--- src/rtl/serial_fcs_inserter_if.sv ---
// serial_fcs_inserter_if
//   Bit-serial stream bundle between the TX frame serializer, the FCS
//   inserter and the line driver.
//
//   in_valid / in_ready : upstream handshake, a bit moves when both are high
//   in_data             : serial bit in transmission order
//   in_sof / in_eof     : first preamble bit / last payload bit markers
//   out_valid           : out_data carries a line bit this cycle
//   out_data            : serial bit to the line
//   out_sof / out_eof   : first bit of frame / last FCS bit markers
//
//   modport master : the side that sources in_* and sinks out_*
//   modport slave  : the FCS inserter itself
interface serial_fcs_inserter_if;
  logic in_valid;
  logic in_ready;
  logic in_data;
  logic in_sof;
  logic in_eof;
  logic out_valid;
  logic out_data;
  logic out_sof;
  logic out_eof;

  modport master (
    output in_valid,
    output in_data,
    output in_sof,
    output in_eof,
    input  in_ready,
    input  out_valid,
    input  out_data,
    input  out_sof,
    input  out_eof
  );

  modport slave (
    input  in_valid,
    input  in_data,
    input  in_sof,
    input  in_eof,
    output in_ready,
    output out_valid,
    output out_data,
    output out_sof,
    output out_eof
  );
endinterface

--- src/rtl/serial_fcs_inserter.sv ---
// serial_fcs_inserter
//   Bit-serial Ethernet transmit FCS generator. Preamble/SFD bits after
//   in_sof are forwarded untouched; every later bit is forwarded and run
//   through CRC-32 (poly 04C11DB7, init all-ones, MSB-first shift). After the
//   in_eof bit the complemented CRC is shifted out MSB-first, which puts the
//   reflected Ethernet FCS on the wire LSB-first. in_ready is dropped while
//   the block generates bits on its own.
//
//   Optional feature, macro SERIAL_FCS_PAD_EN: short payloads are padded with
//   zero bits (included in the CRC) up to MIN_PAYLOAD_BITS before the FCS.
//
// Ports
//   clk        : clock
//   reset      : asynchronous active-low reset
//   bus        : serial_fcs_inserter_if.slave (in_* handshake, out_* stream)
//   busy       : state is not IDLE
//   abort      : one-cycle pulse, in_eof accepted during the preamble
//   fcs_value  : FCS of the last completed frame
module serial_fcs_inserter #(
  parameter int unsigned PREAMBLE_BITS    = 64,
  parameter int unsigned MIN_PAYLOAD_BITS = 480
) (
  input  logic                 clk,
  input  logic                 reset,
  serial_fcs_inserter_if.slave bus,
  output logic                 busy,
  output logic                 abort,
  output logic [31:0]          fcs_value
);

  // Both lengths are compared against the 16-bit bit counter.
  if (PREAMBLE_BITS < 1 || PREAMBLE_BITS > 65535 ||
      MIN_PAYLOAD_BITS > 65535) begin : g_param_range_error
    $error("serial_fcs_inserter: PREAMBLE_BITS/MIN_PAYLOAD_BITS out of range");
  end

  localparam logic [31:0] CRC_POLY = 32'h04C11DB7;
  localparam logic [15:0] PRE_LEN  = 16'(PREAMBLE_BITS);
`ifdef SERIAL_FCS_PAD_EN
  localparam logic [15:0] MIN_LEN  = 16'(MIN_PAYLOAD_BITS);
`endif

  typedef enum logic [2:0] {
    ST_IDLE     = 3'd0,
    ST_PREAMBLE = 3'd1,
    ST_DATA     = 3'd2,
`ifdef SERIAL_FCS_PAD_EN
    ST_PAD      = 3'd3,
`endif
    ST_FCS      = 3'd4
  } state_t;

  state_t      state_q, state_d;
  logic [15:0] bit_c_q, bit_c_d;
  logic [31:0] crc_q, crc_d;
  logic [31:0] fcs_q, fcs_d;
  logic        in_ready_q, in_ready_d;
  logic        out_valid_q, out_valid_d;
  logic        out_data_q, out_data_d;
  logic        out_sof_q, out_sof_d;
  logic        out_eof_q, out_eof_d;
  logic        abort_q, abort_d;

  logic        accept;
  logic [15:0] bit_c_inc;

  function automatic logic [31:0] crc_step(input logic [31:0] crc,
                                           input logic        d);
    logic fb;
    fb = d ^ crc[31];
    return {crc[30:0], 1'b0} ^ (fb ? CRC_POLY : 32'h0000_0000);
  endfunction

  assign accept    = bus.in_valid && in_ready_q;
  // Saturating so an over-long frame cannot wrap into a "short" count.
  assign bit_c_inc = (bit_c_q == '1) ? bit_c_q : bit_c_q + 16'd1;

  always_comb begin
    state_d     = state_q;
    bit_c_d     = bit_c_q;
    crc_d       = crc_q;
    fcs_d       = fcs_q;
    out_valid_d = 1'b0;
    out_data_d  = 1'b0;
    out_sof_d   = 1'b0;
    out_eof_d   = 1'b0;
    abort_d     = 1'b0;

    unique case (state_q)
      ST_IDLE: begin
        // Bits arriving without in_sof are swallowed here.
        if (accept && bus.in_sof) begin
          out_valid_d = 1'b1;
          out_data_d  = bus.in_data;
          out_sof_d   = 1'b1;
          crc_d       = '1;
          if (bus.in_eof) begin
            abort_d = 1'b1;
            bit_c_d = '0;
          end else if (PRE_LEN == 16'd1) begin
            state_d = ST_DATA;
            bit_c_d = '0;
          end else begin
            state_d = ST_PREAMBLE;
            bit_c_d = 16'd1;
          end
        end
      end

      ST_PREAMBLE: begin
        if (accept) begin
          out_valid_d = 1'b1;
          out_data_d  = bus.in_data;
          if (bus.in_eof) begin
            abort_d = 1'b1;
            state_d = ST_IDLE;
            bit_c_d = '0;
          end else if (bit_c_inc == PRE_LEN) begin
            state_d = ST_DATA;
            bit_c_d = '0;
          end else begin
            bit_c_d = bit_c_inc;
          end
        end
      end

      ST_DATA: begin
        if (accept) begin
          out_valid_d = 1'b1;
          out_data_d  = bus.in_data;
          crc_d       = crc_step(crc_q, bus.in_data);
          bit_c_d     = bit_c_inc;
          if (bus.in_eof) begin
`ifdef SERIAL_FCS_PAD_EN
            if (bit_c_inc < MIN_LEN) begin
              state_d = ST_PAD;
            end else begin
              state_d = ST_FCS;
              bit_c_d = '0;
              fcs_d   = ~crc_d;
            end
`else
            state_d = ST_FCS;
            bit_c_d = '0;
            fcs_d   = ~crc_d;
`endif
          end
        end
      end

`ifdef SERIAL_FCS_PAD_EN
      ST_PAD: begin
        out_valid_d = 1'b1;
        out_data_d  = 1'b0;
        crc_d       = crc_step(crc_q, 1'b0);
        bit_c_d     = bit_c_inc;
        if (bit_c_inc >= MIN_LEN) begin
          state_d = ST_FCS;
          bit_c_d = '0;
          fcs_d   = ~crc_d;
        end
      end
`endif

      ST_FCS: begin
        // Shifting the register out MSB-first emits the reflected FCS LSB-first.
        out_valid_d = 1'b1;
        out_data_d  = ~crc_q[31];
        crc_d       = {crc_q[30:0], 1'b0};
        bit_c_d     = bit_c_q + 16'd1;
        if (bit_c_q == 16'd31) begin
          out_eof_d = 1'b1;
          state_d   = ST_IDLE;
          bit_c_d   = '0;
        end
      end

      default: begin
        state_d = ST_IDLE;
        bit_c_d = '0;
      end
    endcase

    in_ready_d = (state_d == ST_IDLE) || (state_d == ST_PREAMBLE) ||
                 (state_d == ST_DATA);
  end

  always_ff @(posedge clk or negedge reset) begin
    if (!reset) begin
      state_q     <= ST_IDLE;
      bit_c_q     <= '0;
      crc_q       <= '1;
      fcs_q       <= '0;
      in_ready_q  <= 1'b0;
      out_valid_q <= 1'b0;
      out_data_q  <= 1'b0;
      out_sof_q   <= 1'b0;
      out_eof_q   <= 1'b0;
      abort_q     <= 1'b0;
    end else begin
      state_q     <= state_d;
      bit_c_q     <= bit_c_d;
      crc_q       <= crc_d;
      fcs_q       <= fcs_d;
      in_ready_q  <= in_ready_d;
      out_valid_q <= out_valid_d;
      out_data_q  <= out_data_d;
      out_sof_q   <= out_sof_d;
      out_eof_q   <= out_eof_d;
      abort_q     <= abort_d;
    end
  end

  assign bus.in_ready  = in_ready_q;
  assign bus.out_valid = out_valid_q;
  assign bus.out_data  = out_data_q;
  assign bus.out_sof   = out_sof_q;
  assign bus.out_eof   = out_eof_q;
  assign busy          = (state_q != ST_IDLE);
  assign abort         = abort_q;
  assign fcs_value     = fcs_q;

endmodule

--- src/flat_wrapper.sv ---
// flat-port wrapper written by rule: the top's interface ports become plain ports
module serial_fcs_inserter_flat 
#(
  parameter int unsigned PREAMBLE_BITS    = 64,
  parameter int unsigned MIN_PAYLOAD_BITS = 480
)
  (clk, reset, busy, abort, fcs_value, bus_in_valid, bus_in_data, bus_in_sof, bus_in_eof, bus_in_ready, bus_out_valid, bus_out_data, bus_out_sof, bus_out_eof);
  serial_fcs_inserter_if bus_i ();
  input  logic clk;
  input  logic reset;
  output logic busy;
  output logic abort;
  output logic [31:0] fcs_value;
  input wire logic [$bits(bus_i.in_valid)-1:0] bus_in_valid;
  input wire logic [$bits(bus_i.in_data)-1:0] bus_in_data;
  input wire logic [$bits(bus_i.in_sof)-1:0] bus_in_sof;
  input wire logic [$bits(bus_i.in_eof)-1:0] bus_in_eof;
  output wire logic [$bits(bus_i.in_ready)-1:0] bus_in_ready;
  output wire logic [$bits(bus_i.out_valid)-1:0] bus_out_valid;
  output wire logic [$bits(bus_i.out_data)-1:0] bus_out_data;
  output wire logic [$bits(bus_i.out_sof)-1:0] bus_out_sof;
  output wire logic [$bits(bus_i.out_eof)-1:0] bus_out_eof;
  assign bus_i.in_valid = bus_in_valid;
  assign bus_i.in_data = bus_in_data;
  assign bus_i.in_sof = bus_in_sof;
  assign bus_i.in_eof = bus_in_eof;
  assign bus_in_ready = bus_i.in_ready;
  assign bus_out_valid = bus_i.out_valid;
  assign bus_out_data = bus_i.out_data;
  assign bus_out_sof = bus_i.out_sof;
  assign bus_out_eof = bus_i.out_eof;
  serial_fcs_inserter #(.PREAMBLE_BITS(PREAMBLE_BITS), .MIN_PAYLOAD_BITS(MIN_PAYLOAD_BITS)) u_core (.clk(clk), .reset(reset), .bus(bus_i), .busy(busy), .abort(abort), .fcs_value(fcs_value));
endmodule
--- config.mk ---
export PLATFORM = sky130hd
export DESIGN_NAME = serial_fcs_inserter_flat
export DESIGN_NICKNAME = d
export VERILOG_FILES = /design/src/rtl/serial_fcs_inserter_if.sv /design/src/rtl/serial_fcs_inserter.sv /design/src/flat_wrapper.sv
export SDC_FILE = /design/constraint.sdc
export NUM_CORES = 1
export LEC_CHECK = 0
export ABC_AREA = 0
export BUFFER_PORTS_ARGS = -buffer_cell sky130_fd_sc_hd__buf_2
export CORE_ASPECT_RATIO = 0.8
export CORE_MARGIN = 1.5
export CORE_UTILIZATION = 37
export CTS_BUF_LIST = sky130_fd_sc_hd__clkbuf_8
export CTS_CLUSTER_SIZE = 24
export DETAILED_ROUTE_END_ITERATION = 16
export PLACE_DENSITY_LB_ADDON = 0.12
export SYNTH_ARGS = -nofsm -noshare
export SYNTH_HDL_FRONTEND = slang
export SYNTH_SLANG_ARGS = --single-unit
export TNS_END_PERCENT = 1
--- constraint.sdc ---
create_clock -name clk -period 6.6 [get_ports clk]
set_input_delay 0.66 -clock clk [delete_from_list [all_inputs] [get_ports clk]]
set_output_delay 0.66 -clock clk [all_outputs]
set_load 0.02 [all_outputs]
==> run_results.csv <==
group,metric,value,unit
yosys,yosysTopAreaCell,"dfrtp_1",
place,placed_area,4553,µm²
power,peakVddDrop,127.8,µV
cts,cts_tree,"yes",
place,gp_congestion,0.8710,
timing,holdWs,0.2483,ns
final_layout,drive_gt1_share,20.82,%
final_layout,nets,492,
routing,drt-total-wl,9904,µm
floorplanning,start_util,38.44,%
routing,vias,3385,
timing,rsz0062_at_grt,"false",
place,hpwlAfterDp,6509,µm
grt,grt_pass1_wl,16480,µm
floorplanning,std_cell_rows,34,
grt,grt_max_degree,66,
yosys,yosys-top-cells-count,"dfrtp_1, a21oi_1, nand2_1",
timing,slew_viol_final,0,
cts,postCtsSetupRepairBufs,0,
final_layout,final_area,4740,µm²
grt,busiest_layer,"met1",
power,finalPower,0.9993,mW
cts,clk_pin_slew,0.09,ns
power,power_density,210.8,nW/µm²
critical_path,critPathKind,"register to register",
cts,hold_buffers,0,
run_status,status,"finished, final reports clean",
grt,grt_overflow,0,
yosys,synth_cell_type_count,45,
hold_path,min_path_type,"input pin to asynchronous set/reset pin",
cts,clockBufferDepth,2,
yosys,yosysWarnings,0,
final_layout,multi_input_area,1789,µm²
timing,max_freq,0.3123,GHz
timing,finalSetupTns,0,ns
floorplanning,die_h,98.70,µm
timing,setup_viol,0,
grt,globalRouteMet1Util,27.32,%
routing,viasPerCell,5.339,
timing,maxSlewHeadroom,23.60,%
floorplanning,die_w,122.6,µm
place,numPortBuffers,44,
final_layout,area.growth.synth_to_final,11.91,%
yosys,synth-edff-count,0,
critical_path,start_kind,"register",
yosys,synth.area.top_cells,"dfrtp_1, dfstp_2, a21oi_1",
yosys,synthArstFlopShare,100.0,%
run,maxCapViolations,0,
cts,cts_max_level,3,
grt,grtUsageTotal,17.33,%
routing,drtAntennaViolNets,0,
critical_path,endpoint_kind,"register",
final_layout,num_antenna_cells,0,
cts,clk_latency,0.36,ns
yosys,syn-mean-instance-area,9.288,µm²
timing,hold_viol,0,
cts,cts_resized,0,
cts,clkSinkCount,89,
floorplanning,num_io_pins,45,
yosys,ys_ff_latch,89,
yosys,synth.most_common_cell,"dfrtp_1",
routing,first_pass_iters,5,
final_layout,seqCellArea,2267,µm²
critical_path,cp_data_required_time,6.90,ns
grt,grt_use_met2,23.08,%
routing,wl_per_cell,15.62,µm
timing,skew,0.009694,ns
final_layout,fin_cells,634,
grt,first_global_vias,3132,
cts,cts_inserted_buffers,9,
timing,timing.final.crit_share,48.52,%
final_layout,fillers,1111,
yosys,synth_top_area_share,33.68,%
yosys,synth_flop_cell,"dfrtp_1",
cts,root_buffer,"clkbuf_8",
grt,antenna_found_initial,0,
yosys,ys_seq_area_share,53.53,%
yosys,syn_area,4235,µm²
yosys,synth_nets,463,
critical_path,crit_path_max_fanout,27,
place,dp_cells,618,
timing,worst_slew_pin_slew,1.146,ns
grt,met3_usage,4.630,%
yosys,synthCells,456,
floorplanning,die_area,12100,µm²
critical_path,worstPathArrival,3.50,ns
routing,drc,0,
timing,period_minus_slack,3.203,ns
routing,drt_iter0_drc,305,
floorplanning,design.core.area,11020,µm²
power,p_leak,2.023,nW
-- power breakdown --
part           internal (mW)  total, mW  switching (mW)
logic                 0.0227     0.0740          0.0514
registers              0.551      0.562          0.0109
clock network          0.172      0.363           0.191
total                  0.746      0.999           0.253
-- cells in the final DEF (no fill, tap or decap), types with 4 or more instances in the layout --
cell,instances
a21oi_1,53
and2_1,5
and3_1,7
buf_2,43
buf_4,4
clkbuf_8,9
clkinv_2,4
dfrtp_1,57
dfstp_2,32
inv_1,20
nand2_1,48
nand3_1,12
nand4_1,8
nor2_1,47
nor3_1,7
o211ai_1,4
o21ai_0,40
o21ai_1,11
o22a_1,19
xor2_1,13
-- final timing paths --
check | start | endpoint | slack [ns] | cells past startpoint
worst min register to register | u_core.fcs_value[4] | u_core.fcs_value[4] | 0.47 | 2
min in group clk | u_core.fcs_value[4] | u_core.fcs_value[4] | 0.47 | 2
max in group asynchronous | reset | u_core.fcs_value[28] | 5.27 | 2
worst min-delay path | reset | u_core.bit_c_q[0] | 0.25 | 1
worst max register to register | u_core.bit_c_q[0] | u_core.bit_c_q[15] | 3.40 | 9
worst max-delay path | u_core.bit_c_q[0] | u_core.bit_c_q[15] | 3.40 | 9
-- kinds of logic after synthesis --
group | Yosys count | synth area share, %
compound gates | 151 | 21.63
simple gates | 150 | 16.37
flops | 89 | 53.53
buf+inv | 48 | 4.609
xor+xnor | 16 | 3.309
mux | 1 | 0.2659
fa+ha+maj | 1 | 0.2954
-- metal layers --
layer,vias to the layer above,part of all wire (%)
met2,95,40
met5,-,0
met1,1614,52
li1,1666,-
met4,0,1.4
met3,10,6.7
-- registers in the layout, summed over array words and instances, names as in the netlist --
signal / cells
u_core.bus.out_eof: 1
u_core.bit_c_q: 16
u_core.abort: 1
u_core.bus.out_sof: 1
u_core.bus.out_data: 1
u_core.state_q: 3
u_core.fcs_value: 32
u_core.crc_q: 32
u_core.bus.out_valid: 1
u_core.bus.in_ready: 1
-- stage by stage --
step                utilization [%]  setup WS [ns]
floorplan                         -          4.299
global placement              41.32          3.539
detailed placement            41.32          3.467
CTS                           43.02          3.437
global route                  43.02          3.072
finish                        43.02          3.397
-- worst max-delay path, stage by stage, from the launching register on --
cell and delay, ns:
dfrtp_1 0.49, ha_1 0.30, nand3_1 0.24, nor3_2 0.43
a2bb2oi_1 0.12, nand4_1 0.14, o311ai_2 0.13, a21oi_2 0.89
nor3b_1 0.27, a211o_1 0.12
-- final cells by class --
type	count	area share, %
timing repair buffer	47	5.174
sequential	89	47.84
clock buffer	9	2.614
multi-input combinational	319	37.75
clock inverter	7	1.320
tap	144	3.801
inverter	19	1.505
No activity file was read; power rests on OpenSTA's default activity.
